==> config.mk <==
export PLATFORM = sky130hd
export DESIGN_NAME = cordic_rotation_engine
export DESIGN_NICKNAME = d
export VERILOG_FILES = /design/src/rtl/cordic_rotation_engine.sv
export SDC_FILE = /design/constraint.sdc
export NUM_CORES = 1
export LEC_CHECK = 0
export ABC_AREA = 0
export ABC_CLOCK_PERIOD_IN_PS = 14230
export BUFFER_PORTS_ARGS = -buffer_cell sky130_fd_sc_hd__buf_4
export CAP_MARGIN = 0
export CORE_MARGIN = 2
export CORE_UTILIZATION = 67
export DETAILED_ROUTE_END_ITERATION = 7
export PLACE_DENSITY = 0.86
export RECOVER_POWER = 100
export SLEW_MARGIN = 20
export SYNTH_ARGS = -nofsm -noshare
export SYNTH_HDL_FRONTEND = slang
export SYNTH_SLANG_ARGS = --single-unit
==> constraint.sdc <==
create_clock -name iClk -period 14.23 [get_ports iClk]
set_input_delay 3.5575 -clock iClk [delete_from_list [all_inputs] [get_ports iClk]]
set_output_delay 3.5575 -clock iClk [all_outputs]
set_load 0.005 [all_outputs]
==> src/rtl/cordic_rotation_engine.sv <==
// CORDIC rotation engine: pops shift-add micro-ops from the CORDIC FIFO, rotates an
// internal (x, y) vector, applies quadrant/swap correction and emits saturated cos/sin.
module cordic_rotation_engine (
  input  logic        iClk,
  input  logic        iReset,
  input  logic        iFifo_empty,
  input  logic [10:0] iFifo_data,
  output logic        oFifo_read_request,
  input  logic        iOut_ready,
  output logic        oValid,
  output logic [15:0] oCos,
  output logic [15:0] oSin,
  output logic        oBusy
);

  typedef enum logic [1:0] {
    ST_FETCH,
    ST_EXEC,
    ST_CORRECT,
    ST_OUT
  } state_e;

  localparam logic signed [17:0] X_INIT  = 18'sd19899;
  localparam logic signed [17:0] SAT_MAX = 18'sd32767;
  localparam logic signed [17:0] SAT_MIN = -18'sd32768;

  state_e             state_q, state_d;
  logic signed [17:0] x_q, x_d;
  logic signed [17:0] y_q, y_d;
  logic [2:0]         info_q, info_d;
  logic [15:0]        cos_q, cos_d;
  logic [15:0]        sin_q, sin_d;
  logic               busy_q, busy_d;
  logic               rd_req;

  logic signed [17:0] x_sh, y_sh;
  logic signed [17:0] c_sw, s_sw;
  logic signed [17:0] c_fin, s_fin;

  function automatic logic [15:0] sat16(input logic signed [17:0] v);
    if (v > SAT_MAX) begin
      return 16'h7FFF;
    end else if (v < SAT_MIN) begin
      return 16'h8000;
    end else begin
      return v[15:0];
    end
  endfunction

  always_comb begin
    state_d = state_q;
    x_d     = x_q;
    y_d     = y_q;
    info_d  = info_q;
    cos_d   = cos_q;
    sin_d   = sin_q;
    busy_d  = busy_q;
    rd_req  = 1'b0;

    x_sh = x_q >>> iFifo_data[3:0];
    y_sh = y_q >>> iFifo_data[3:0];

    // info_q = {swap, q}; swap selects whether x or y carries the cosine
    c_sw = info_q[2] ? y_q : x_q;
    s_sw = info_q[2] ? x_q : y_q;
    unique case (info_q[1:0])
      2'd0: begin c_fin = c_sw;  s_fin = s_sw;  end
      2'd1: begin c_fin = -s_sw; s_fin = c_sw;  end
      2'd2: begin c_fin = -c_sw; s_fin = -s_sw; end
      default: begin c_fin = s_sw; s_fin = -c_sw; end
    endcase

    unique case (state_q)
      ST_FETCH: begin
        if (!iFifo_empty) begin
          rd_req  = 1'b1;
          state_d = ST_EXEC;
        end
      end
      ST_EXEC: begin
        busy_d = 1'b1;
        if (iFifo_data[6:5] != 2'b10) begin
          if (iFifo_data[4]) begin
            x_d = x_q + y_sh;
            y_d = y_q - x_sh;
          end else begin
            x_d = x_q - y_sh;
            y_d = y_q + x_sh;
          end
        end
        if (iFifo_data[6:5] == 2'b00) begin
          state_d = ST_FETCH;
        end else begin
          // reserved bit [10] is masked off rather than dropped so every input bit is consumed
          info_d  = 3'(iFifo_data[10:7] & 4'b0111);
          state_d = ST_CORRECT;
        end
      end
      ST_CORRECT: begin
        cos_d   = sat16(c_fin);
        sin_d   = sat16(s_fin);
        state_d = ST_OUT;
      end
      default: begin
        if (iOut_ready) begin
          x_d     = X_INIT;
          y_d     = '0;
          busy_d  = 1'b0;
          state_d = ST_FETCH;
        end
      end
    endcase
  end

  always_ff @(posedge iClk) begin
    if (iReset) begin
      state_q <= ST_FETCH;
      x_q     <= X_INIT;
      y_q     <= '0;
      info_q  <= '0;
      cos_q   <= '0;
      sin_q   <= '0;
      busy_q  <= 1'b0;
    end else begin
      state_q <= state_d;
      x_q     <= x_d;
      y_q     <= y_d;
      info_q  <= info_d;
      cos_q   <= cos_d;
      sin_q   <= sin_d;
      busy_q  <= busy_d;
    end
  end

  assign oFifo_read_request = rd_req;
  assign oValid             = (state_q == ST_OUT);
  assign oCos               = cos_q;
  assign oSin               = sin_q;
  assign oBusy              = busy_q;

endmodule

# Word-level counts from Yosys, hierarchy flattened
# Cells that the tools add are included.
[word_totals]
elab_cells = 63
register_bits = 74
[op_classes]
bitwise = 2
shift = 2
eq_ne = 8
muxes = 24
n_reduce_logical = 10
add_sub_neg = 6
order_cmp = 4
[ops]
columns = ["operator", "count"]
rows = [
  ["$mux W18", 8],
  ["$pmux W18 S3", 2],
  ["$pmux W18 S2", 2],
  ["$mux W16", 4],
  ["$add A18 B18 Y18", 2],
  ["$gt A18 B16 Y1 const B", 2],
  ["$lt A18 B16 Y1 const B", 2],
  ["$neg A18 Y18", 2],
  ["$sshr A18 B4 Y18", 2],
  ["$sub A18 B18 Y18", 2],
  ["$eq A2 B2 Y1 const B", 3],
  ["$logic_not A2 Y1", 3],
  ["$mux W2", 3],
  ["$ne A2 B2 Y1 const B", 3],
  ["$pmux W2 S3", 1],
  ["$reduce_and A2 Y1", 3],
  ["$eq A2 B1 Y1 const B", 2],
  ["$reduce_bool A4 Y1", 1],
  ["$mux W1", 3],
  ["$reduce_and A3 Y1", 1],
  ["$not A1 Y1", 2],
  ["$pmux W1 S2", 1],
  ["$reduce_bool A2 Y1", 1],
  ["$reduce_or A2 Y1", 1],
]

# Depth between registers and ports, before layout
# Gate-level depths: netlist of the first run.
[depth]
depth_word = 6
mapped_depth = 21

# Worst setup path after synthesis of the first run
# Ideal clock, no wire load.
[synth_timing]
kind = "input to register"
from = "input iFifo_data[1]"
to = "register y_q[16]"
slack_ps = 6778
arrival_time_ps = 7389
path_buffers = 4
stages = 20
required_ps = 14167
cell_sequence = "buf_6 -> buf_4 -> buf_2 -> buf_2 -> mux4_2 -> mux2i_1 -> mux2i_1 -> inv_1 -> ha_1 -> mux2_2 -> fa_1 -> nor2b_1 -> o21a_1 -> o21ai_1 -> a211oi_1 -> nor4_1 -> o31ai_1 -> a2111oi_0 -> or3_1 -> nand3_1"
[synth_via]
elab_chain_cells = 5
[synth_rtl]
columns = ["item", "line_no", "text"]
rows = [
  ["from (decl)", "7", "input logic [10:0] iFifo_data,"],
  ["$sshr A18 B4 Y18 (*)", "60", "x_sh = x_q >>> iFifo_data[3:0];"],
  ["$add A18 B18 Y18 / $sub A18 B18 Y18 (equally long branches)", "88, 85", ""],
  ["$mux W18 (*)", "83", "if (iFifo_data[4]) begin"],
  ["$mux W18 (*)", "82", "if (iFifo_data[6:5] != 2'b10) begin"],
  ["$pmux W18 S2 (*)", "73", "unique case (state_q)"],
  ["to (signal assigned)", "127", "y_q <= y_d;"],
  ["to (decl)", "29", "logic signed [17:0] y_q, y_d;"],
]
# Every way passes the cells marked *; elsewhere a longest branch is shown, timed or not. The select of a mux whose other input is x is not followed.
# A chain may end at the register's enable or synchronous reset.

# Final worst setup path of the first run
# Ends and elaborated chain as after synthesis.

==> results by stage, run 1 <==
Timing:
- For the final routed database, the setup TNS stands at 0 ps.
- The slew at the pin with the worst max-slew slack is 2755 ps.
- The number of hold-slack violations in the final timing report is 0.
- Setup repair after global routing left no endpoint under its margin.
- The achievable frequency is 100.6 MHz.
- Headroom to the max-slew limit came out at -83.68%.
- The count of final setup violators is 0.
- The final count of pins violating max slew was 132.
- The share of the clock period used by the worst path after layout is 69.87%.
- The setup clock skew after layout is 8.183 ps.
- The minimum clock period after layout is 9943 ps.

Clock tree:
- Post-CTS timing repair inserted 0 buffers for setup.
- After clock tree synthesis, the flow added hold-fix buffers numbering 0.
- The post-cts gate resize count is 0.
- The clock net in this run drives a total of 74 sinks.
- The clock tree buffer depth is 2.
- The H-tree was split into 3 levels.
- The root buffer cell chosen for the clock tree is sky130_fd_sc_hd__clkbuf_16.
- The later pin in the worst-skew pair is clocked with a latency of 360 ps.
- The number of buffers inserted during clock tree synthesis is 9.
- The clock transition at the register clock pins on the worst setup and hold paths after CTS is 70 ps.
- TritonCTS built the clock tree.

Flow run:
- Across the run, the number of max-cap violations was 3.

Worst setup path:
- The required time at the worst-slack endpoint is 14520 ps.
- The buffering stage count on the worst path with inverters included is 1.
- STA classifies the critical path startpoint as an input pin.
- The largest individual stage delay along the critical path comes from the cell sky130_fd_sc_hd__clkbuf_1.
- The worst setup path is of the input pin to register kind.
- The longest individual stage delay on the worst path is 1920 ps.
- The critical path endpoint category is a register.
- The most numerous cell type found on the critical path is sky130_fd_sc_hd__a2111oi_0.
- For the worst setup path, the data arrival time is 10230 ps.
- Of all nets on the critical path, the largest fanout is 52.
- The family of cells with the greatest summed delay on the critical path is compound AO/OA/AOI/OAI gates.
- The signal on the critical path passes through clkbuf_1 -> mux4_2 -> mux2i_1 -> o221ai_1 -> a2111oi_0 -> and3_1 -> nor2_1 -> xnor2_1 -> ha_1 -> o21ai_0 -> a211oi_1 -> nor4_1 -> o31ai_1 -> a2111oi_0 -> o2111ai_1 -> nand3_1.

Route:
- Wires add up to 25.42 mm.
- The average wire per standard cell is 19.36 µm.
- The first detailed-routing pass took 6 iterations.
- The detailed router put a total of 10.50 mm of wire on met1.
- After detailed routing, the met3 layer carries 3.311 mm of wire.
- The final route contains 9090 vias.
- Summed over all nets, wire length on met2 after detailed routing comes to 10.69 mm.
- The number of DRC markers in iteration 0 is 1247.
- In this run the top signal layer used is met4.
- In this run the remaining antenna-violating nets after routing total 0.
- Dividing the detail-routed via count by the number of cells gives 6.923.
- The total DRC errors in the routed layout is 0.

Status:
- The run finished, with violations left.
- The final reports fail on capacitance limit, slew limit.

Global routing:
- The number of global-route vias before repair is 8289.
- Across every metal layer, demand over resource in global routing totals 35.89%.
- For this run the aggregate overflow at the end of global routing stands at 0.
- The number of antenna violations at the first check in global routing is 0.
- The maximum number of pins on one net before global-route repair is 69.
- The first-pass GRT wire length is 41.57 mm.

Logic synthesis:
- The post-synth net total is 1217.
- The count of yosys warnings during synthesis is 0.
- The synthesized instance count is 1162.
- The dominant cell type by area after synthesis is sky130_fd_sc_hd__dfxtp_1.
- After synthesis, the largest area contributor takes up 16.41% of total cell area.
- The fraction of synthesis flops using an asynchronous set or reset pin is 0%.
- For this run, the register share of the synthesized area comes to 16.41%.
- The mean cell area of the mapped netlist is 7.768 µm².
- The number of library cell types mapped by synthesis is 78.
- Among all flip-flop cells after synthesis, the most frequent one is sky130_fd_sc_hd__dfxtp_1.
- The post-synthesis instance area is 0.009026 mm².
- The synthesized flop and latch total is 74.
- Sorting the synthesized cells by area gives the leading types as sky130_fd_sc_hd__dfxtp_1 16%, sky130_fd_sc_hd__mux4_2 9.7%, sky130_fd_sc_hd__mux2i_1 7.0%, sky130_fd_sc_hd__xnor2_1 6.3%, sky130_fd_sc_hd__a21oi_1 5.5%.
- Yosys mapped a number of flops with a built-in enable equal to 0.

Power:
- The internal portion of the total power is 631.5 µW.
- The analysis attributes to net switching a power of 499.0 µW.
- VDD sags by at most 0.08568 mV.
- The power per unit of standard cell area is 118.9 mW/mm².
- The combinational fraction of design power is 53.5%.
- The leakage power is 0.003633 µW.
- The proportion of power drawn by flip-flops and latches is 24.9%.
- Net switching is 44.14% of the power.
- The portion of total power attributed to the clock network is 21.6%.

Floorplan:
- The die area is 0.01442 mm².
- The die is 120.1 µm wide.
- The die is 120.1 µm tall.
- The core outline area is 0.01319 mm².
- The initialized floorplan defines 42 standard-cell rows.
- For this configuration, the core starts out at a cell density of 68.43%.
- During I/O placement, the number of pins put on the boundary was 50.

Layout:
- The area growth from synthesis to layout is 5.378%.
- The fraction of final layout cells sized beyond drive strength 1 is 14.07%.
- The repair_antennas step left the layout with diodes totalling 0.
- Leaving out fill and tap cells, the most frequent cells in the layout are 123 x sky130_fd_sc_hd__nor2_1, 100 x sky130_fd_sc_hd__a21oi_1, 94 x sky130_fd_sc_hd__nand2_1.
- The filler cells instantiated in the layout total 1024.
- The leading cell type in the layout, fill and taps excluded is sky130_fd_sc_hd__nor2_1.
- The net count of the finished layout is 1187.
- With fillers left out, the area of the finished cells amounts to 0.009512 mm².

Placement:
- Detailed placement ended at an HPWL of 17.72 mm.
- The quantity of I/O buffers inserted on ports is 48.
- The final estimated routing congestion in global placement is 0.9649.
- In this run the cell area measured after placement is 0.009235 mm².

Min path:
- The class of the worst hold path is register to register.
## worst min-delay path, cell delays in order, from the launching register on
cell and delay, ps:
sky130_fd_sc_hd__dfxtp_1 320, sky130_fd_sc_hd__nand2_1 60, sky130_fd_sc_hd__a21oi_1 60
## through the flow
stage | hold slack (ps) | setup WS (ps) | total power (µW) | utilization (%) | cells
6_report | 475.8 | 4287 | 1131 | 72.11 | 1313
3_3_place_gp | 460.9 | 5951 | 854.9 | 70.02 | 1297
5_1_grt | 521.3 | 3669 | 1209 | 72.11 | 1313
2_1_floorplan | 452.7 | 6778 | 747.1 | - | 1162
3_5_place_dp | 463.7 | 5906 | 872.8 | 70.02 | 1297
4_1_cts | 482.6 | 6248 | 1121 | 72.37 | 1313
## cell usage after synthesis (5+ instances only)
master,n
sky130_fd_sc_hd__a221oi_1,7
sky130_fd_sc_hd__xor2_1,16
sky130_fd_sc_hd__nor4_1,8
sky130_fd_sc_hd__dfxtp_1,74
sky130_fd_sc_hd__o21bai_1,5
sky130_fd_sc_hd__or3_1,7
sky130_fd_sc_hd__and3_1,12
sky130_fd_sc_hd__mux2_2,30
sky130_fd_sc_hd__nand3_1,23
sky130_fd_sc_hd__buf_2,18
sky130_fd_sc_hd__nand2b_1,11
sky130_fd_sc_hd__nor3_1,36
sky130_fd_sc_hd__inv_1,27
sky130_fd_sc_hd__o22ai_1,11
sky130_fd_sc_hd__xnor2_1,65
sky130_fd_sc_hd__mux2i_1,63
sky130_fd_sc_hd__nor2b_1,11
sky130_fd_sc_hd__o2111ai_1,8
sky130_fd_sc_hd__a21oi_1,100
sky130_fd_sc_hd__nor2_1,124
sky130_fd_sc_hd__o211ai_1,9
sky130_fd_sc_hd__o221ai_1,6
sky130_fd_sc_hd__a41oi_1,5
sky130_fd_sc_hd__a31oi_1,18
sky130_fd_sc_hd__o31ai_1,8
sky130_fd_sc_hd__clkbuf_1,64
sky130_fd_sc_hd__buf_6,6
sky130_fd_sc_hd__nor3b_1,13
sky130_fd_sc_hd__o21ai_1,9
sky130_fd_sc_hd__a22oi_1,9
sky130_fd_sc_hd__ha_1,38
sky130_fd_sc_hd__o21a_1,11
sky130_fd_sc_hd__a211oi_1,8
sky130_fd_sc_hd__a21o_1,7
sky130_fd_sc_hd__mux4_2,39
sky130_fd_sc_hd__o21ai_0,91
sky130_fd_sc_hd__nand2_1,94
## flip-flops by register name (all words and copies together) (netlist names)
name / count
oSin: 16
x_q: 18
state_q: 2
y_q: 18
oCos: 16
oBusy: 1
info_q: 3
## routing by layer
metal  track usage (%)  vias to the layer above
met5                 0                        -
met4             16.10                        0
met3             10.36                      103
met2             51.24                      553
met1             50.05                     4192
li1                  -                     4242
## final cells by class
class                      instances  area (µm²)  share of cell area, %
inverter                          28       105.1                  1.105
clock inverter                     7       85.08                 0.8945
timing repair buffer              56       405.4                  4.262
tap                              176       220.2                  2.315
sequential                        74        1483                  15.59
clock buffer                       9       225.2                  2.368
multi-input combinational        963        6988                  73.47
## cells by family (layout without fill, tap and decap cells)
kind of cell / after synthesis / in the layout / synth area share [%]
adders and majority gates: 40 / 40 / 5.711
AOI/OAI and AO/OA: 339 / 339 / 23.48
muxes: 136 / 136 / 21.11
xor gates and xnor gates: 81 / 81 / 7.860
and+or+nand+nor: 367 / 367 / 19.32
buffers and inverters: 125 / 100 / 6.099
DFF: 74 / 74 / 16.41
## power by group through the flow
stage	registers, µW	logic (µW)	clock network [µW]
3_5_place_dp	281	592	0
2_1_floorplan	246	501	0
4_1_cts	277	596	248
5_1_grt	283	669	257
3_3_place_gp	280	574	0
6_report	281	605	244
## final timing paths
kind / to / slack [ps] / cells past startpoint / start
max reg2reg: y_q[16] / 8960 / 14 / x_q[14]
min: oCos[15] / 480 / 2 / oCos[15]
min reg2reg: oCos[15] / 480 / 2 / oCos[15]
max: y_q[16] / 4290 / 16 / iFifo_data[1]
(Power assumes the default switching activity.)
==> inputs of run 2 (changes only) <==
--- a/config.mk
+++ b/config.mk
@@ -6,13 +6,13 @@
 export NUM_CORES = 1
 export LEC_CHECK = 0
 export ABC_AREA = 0
-export ABC_CLOCK_PERIOD_IN_PS = 14230
+export ABC_CLOCK_PERIOD_IN_PS = 9010
 export BUFFER_PORTS_ARGS = -buffer_cell sky130_fd_sc_hd__buf_4
 export CAP_MARGIN = 0
 export CORE_MARGIN = 2
-export CORE_UTILIZATION = 67
+export CORE_UTILIZATION = 58
 export DETAILED_ROUTE_END_ITERATION = 7
-export PLACE_DENSITY = 0.86
+export PLACE_DENSITY = 0.79
 export RECOVER_POWER = 100
 export SLEW_MARGIN = 20
 export SYNTH_ARGS = -nofsm -noshare
==> constraint.sdc (replaced) <==
create_clock -name iClk -period 9.01 [get_ports iClk]
set_input_delay 2.2525 -clock iClk [delete_from_list [all_inputs] [get_ports iClk]]
set_output_delay 2.2525 -clock iClk [all_outputs]
set_load 0.005 [all_outputs]
==> run 2 against run 1 <==
The flow still finishes with violations (capacitance limit, slew limit). Clock power grew 60%. Via count shrank 0.91%. Sequential cell count is the same. Clock skew grew 2.7 ps. Highest routed layer unchanged. Non-clock buffer count grew 1.
==> results by stage, run 2 (synthesized netlist as in run 1, its figures left out) <==
Timing:
- Based on the critical path, the design can be clocked at up to 136.2 MHz.
- The slew at the pin with the worst max-slew slack is 3525 ps (was 2755 ps).
- Of the available clock period, the critical path in the final layout requires 81.52%.
- Unrepaired setup endpoints after global routing: false (unchanged).
- The accumulated negative setup slack is 0 ps (unchanged).
- The number of hold-slack violations in the final timing report came to 0 (unchanged).
- The headroom to the max-slew limit is -135.0% (was -83.68%).
- The worst setup margin is 1665 ps (was 4287 ps).
- The final count of pins violating max slew is 106 (was 132).
- The count of final setup violators is 0 (unchanged).
- The setup clock skew after layout is 10.86 ps (was 8.183 ps).
- Counting I/O delays and the setup requirement, the final critical path takes 7345 ps.

Layout:
- Leading cell types in the layout, fill and taps excluded: 124 x sky130_fd_sc_hd__nor2_1, 100 x sky130_fd_sc_hd__a21oi_1, 94 x sky130_fd_sc_hd__nand2_1 (was 123 x sky130_fd_sc_hd__nor2_1, 100 x sky130_fd_sc_hd__a21oi_1, 94 x sky130_fd_sc_hd__nand2_1).
- The core occupancy in the finished layout is 62.67% (was 72.11%).
- Regs by FF count: x_q: 18 flops, y_q: 18 flops (unchanged).
- The total non-filler cell area in the finished layout is 0.009528 mm² (was 0.009512 mm²).
- The signed area change from the synthesized netlist to the final layout is 5.559% (was 5.378%).
- The count of nets after finishing is 1188 (was 1187).
- The leading cell type in the layout, fill and taps excluded was sky130_fd_sc_hd__nor2_1 (unchanged).
- The number of fillers in the final layout is 1344 (was 1024).
- The total inserted antenna cells was 0 (unchanged).
- The fraction of final layout cells sized beyond drive strength 1 is 14.06% (was 14.07%).

Power:
- The leakage power is 0.003643 µW (was 0.003633 µW).
- The portion of total power attributed to the clock network is 21.7% (was 21.6%).
- The power per unit of standard cell area is 188.1 mW/mm² (was 118.9 mW/mm²).
- The combinational fraction of design power is 53.6% (was 53.5%).
- The internal power contribution is 998.0 µW (was 631.5 µW).
- The switching part of the total power is 44.32% (was 44.14%).
- The maximum vdd drop is 0.1165 mV (was 0.08568 mV).
- The proportion of power drawn by flip-flops and latches is 24.7% (was 24.9%).
- The net switching power came to 794.2 µW (was 499.0 µW).

Global routing:
- The number of antenna violations at the first check in global routing came to 0 (unchanged).
- The maximum number of pins on one net before global-route repair came to 69 (unchanged).
- The number of global-route vias before repair is 8108 (was 8289).
- The final global-route overflow total was 0 (unchanged).
- The first-pass GRT wire length is 42.01 mm (was 41.57 mm).
- The total global-route track usage is 31.76% (was 35.89%).

Clock tree:
- The number of buffers inserted for hold repair after clock tree synthesis is 0 (unchanged).
- The number of sinks handled by clock tree synthesis is 74 (unchanged).
- The clock latency on the worst-skew pair was 360 ps (about the same).
- The clock tree buffer depth is 2 (unchanged).
- The maximum level of the CTS H-tree is 3 (unchanged).
- The cell chosen for the clock root is sky130_fd_sc_hd__clkbuf_16 (unchanged).
- The buffer count from post-CTS setup fixing is 0 (unchanged).
- The clock transition at the register clock pins on the worst setup and hold paths after CTS is 70 ps (about the same).
- The post-cts gate resize count is 0 (unchanged).
- The clock tree from TritonCTS is yes (unchanged).
- The number of buffers inserted during clock tree synthesis is 9 (unchanged).

Route:
- The average wire per standard cell was 19.46 µm (was 19.36 µm).
- The average via count per standard cell was 6.793 (was 6.923).
- The number of iterations in the first detailed-routing pass is 6 (unchanged).
- The total via count in the routed design is 9007 (was 9090).
- The number of DRC markers in iteration 0 is 843 (was 1247).
- The total DRC errors in the routed layout was 0 (unchanged).
- The aggregate routed wire length is 25.80 mm (was 25.42 mm).
- The remaining number of nets flagged by the antenna check after routing is 0 (unchanged).

Floorplan:
- The initial core utilization is 59.37% (was 68.43%).
- The overall die width came to 128.8 µm (was 120.1 µm).
- The die area is 0.01658 mm² (was 0.01442 mm²).
- The die height came to 128.8 µm (was 120.1 µm).
- The I/O pin count was 50 (unchanged).
- The site row count is 45 (was 42).
- The core outline area came to 0.01520 mm² (was 0.01319 mm²).

Worst setup path:
- Cell breakdown of the critical path: buf_4 -> mux4_2 -> mux4_2 -> a2111oi_0 -> and3_1 -> nor2_1 -> xnor2_1 -> ha_1 -> o21ai_0 -> a211oi_1 -> nor4_1 -> o31ai_1 -> a2111oi_0 -> o2111ai_1 -> nand3_1 (was clkbuf_1 -> mux4_2 -> mux2i_1 -> o221ai_1 -> a2111oi_0 -> and3_1 -> nor2_1 -> xnor2_1 -> ha_1 -> o21ai_0 -> a211oi_1 -> nor4_1 -> o31ai_1 -> a2111oi_0 -> o2111ai_1 -> nand3_1).
- The category of the critical setup timing path was input pin to register (unchanged).
- The critical path endpoint category is a register (unchanged).
- The largest driver fanout on the critical path is 43 (was 52).
- The critical path data arrival time came to 7650 ps (was 10230 ps).
- The worst-path cell with the longest stage delay is sky130_fd_sc_hd__a2111oi_0 (was sky130_fd_sc_hd__clkbuf_1).
- The kind of start point of the critical path is an input pin (unchanged).
- The required time at the worst-slack endpoint is 9310 ps (was 14520 ps).
- The setup slack of the worst register-to-register path came to 2100 ps (was 8960 ps).
- The longest individual stage delay on the worst path was 770 ps (was 1920 ps).

Placement:
- The final estimated routing congestion in global placement came to 0.9387 (was 0.9649).
- The post-placement worst setup slack is 1850 ps (was 5906 ps).
- The quantity of I/O buffers inserted on ports is 48 (unchanged).
- The total placed instance area is 0.009258 mm² (was 0.009235 mm²).
- The detailed placer's ending HPWL is 17.88 mm (was 17.72 mm).

Min path:
- The class of the worst hold path was register to register (unchanged).

Status:
- Violated checks: capacitance limit, slew limit (unchanged).
- Result of the run: finished with violations (unchanged).

Flow run:
- The number of max-capacitance violations reported was 2 (was 3).
run 2: metal layers:
metal / GRT usage, % / wire, µm
met1: 44.89 / 10860
met2: 48.65 / 11450
met3: 6.279 / 2950
met4: 10.93 / 542
met5: 0 / 0
run 2: area by class of cell:
class	count	area [µm²]	area share [%]
clock buffer	9	225.2	2.364
clock inverter	7	85.08	0.8930
inverter	28	105.1	1.103
multi-input combinational	963	6974	73.20
sequential	74	1483	15.56
tap	188	235.2	2.469
timing repair buffer	57	420.4	4.412
run 2: per-stage QoR:
stage	power, µW	hold slack (ps)	instances
finish	1792	487.4	1326
global route	1910	507.5	1326
CTS	1779	484.0	1326
detailed placement	1384	470.7	1310
global placement	1362	456.9	1310
floorplan	1180	452.7	1162
run 2: power by group through the flow:
stage	Combinational (µW)	Clock (µW)	Sequential, µW
2_1_floorplan	791	0	389
3_3_place_gp	919	0	442
3_5_place_dp	941	0	444
4_1_cts	949	393	437
5_1_grt	1060	405	445
6_report	961	390	442
run 2: final timing paths:
| check | startpoint | end | cells past startpoint |
|---|---|---|---|
| min | oCos[15] | oCos[15] | 2 |
| min reg2reg | oCos[15] | oCos[15] | 2 |
| max reg2reg | info_q[2] | oCos[5] | 10 |
| max | iFifo_data[0] | y_q[16] | 15 |
run 2: worst max-delay path, delay by kind of cell:
family / cells / cell delay [ps]
compound gates: 6 / 2080
xor+xnor: 1 / 140
fa+ha+maj: 1 / 330
buf+inv: 1 / 510
mux: 2 / 1180
simple gates: 4 / 1110
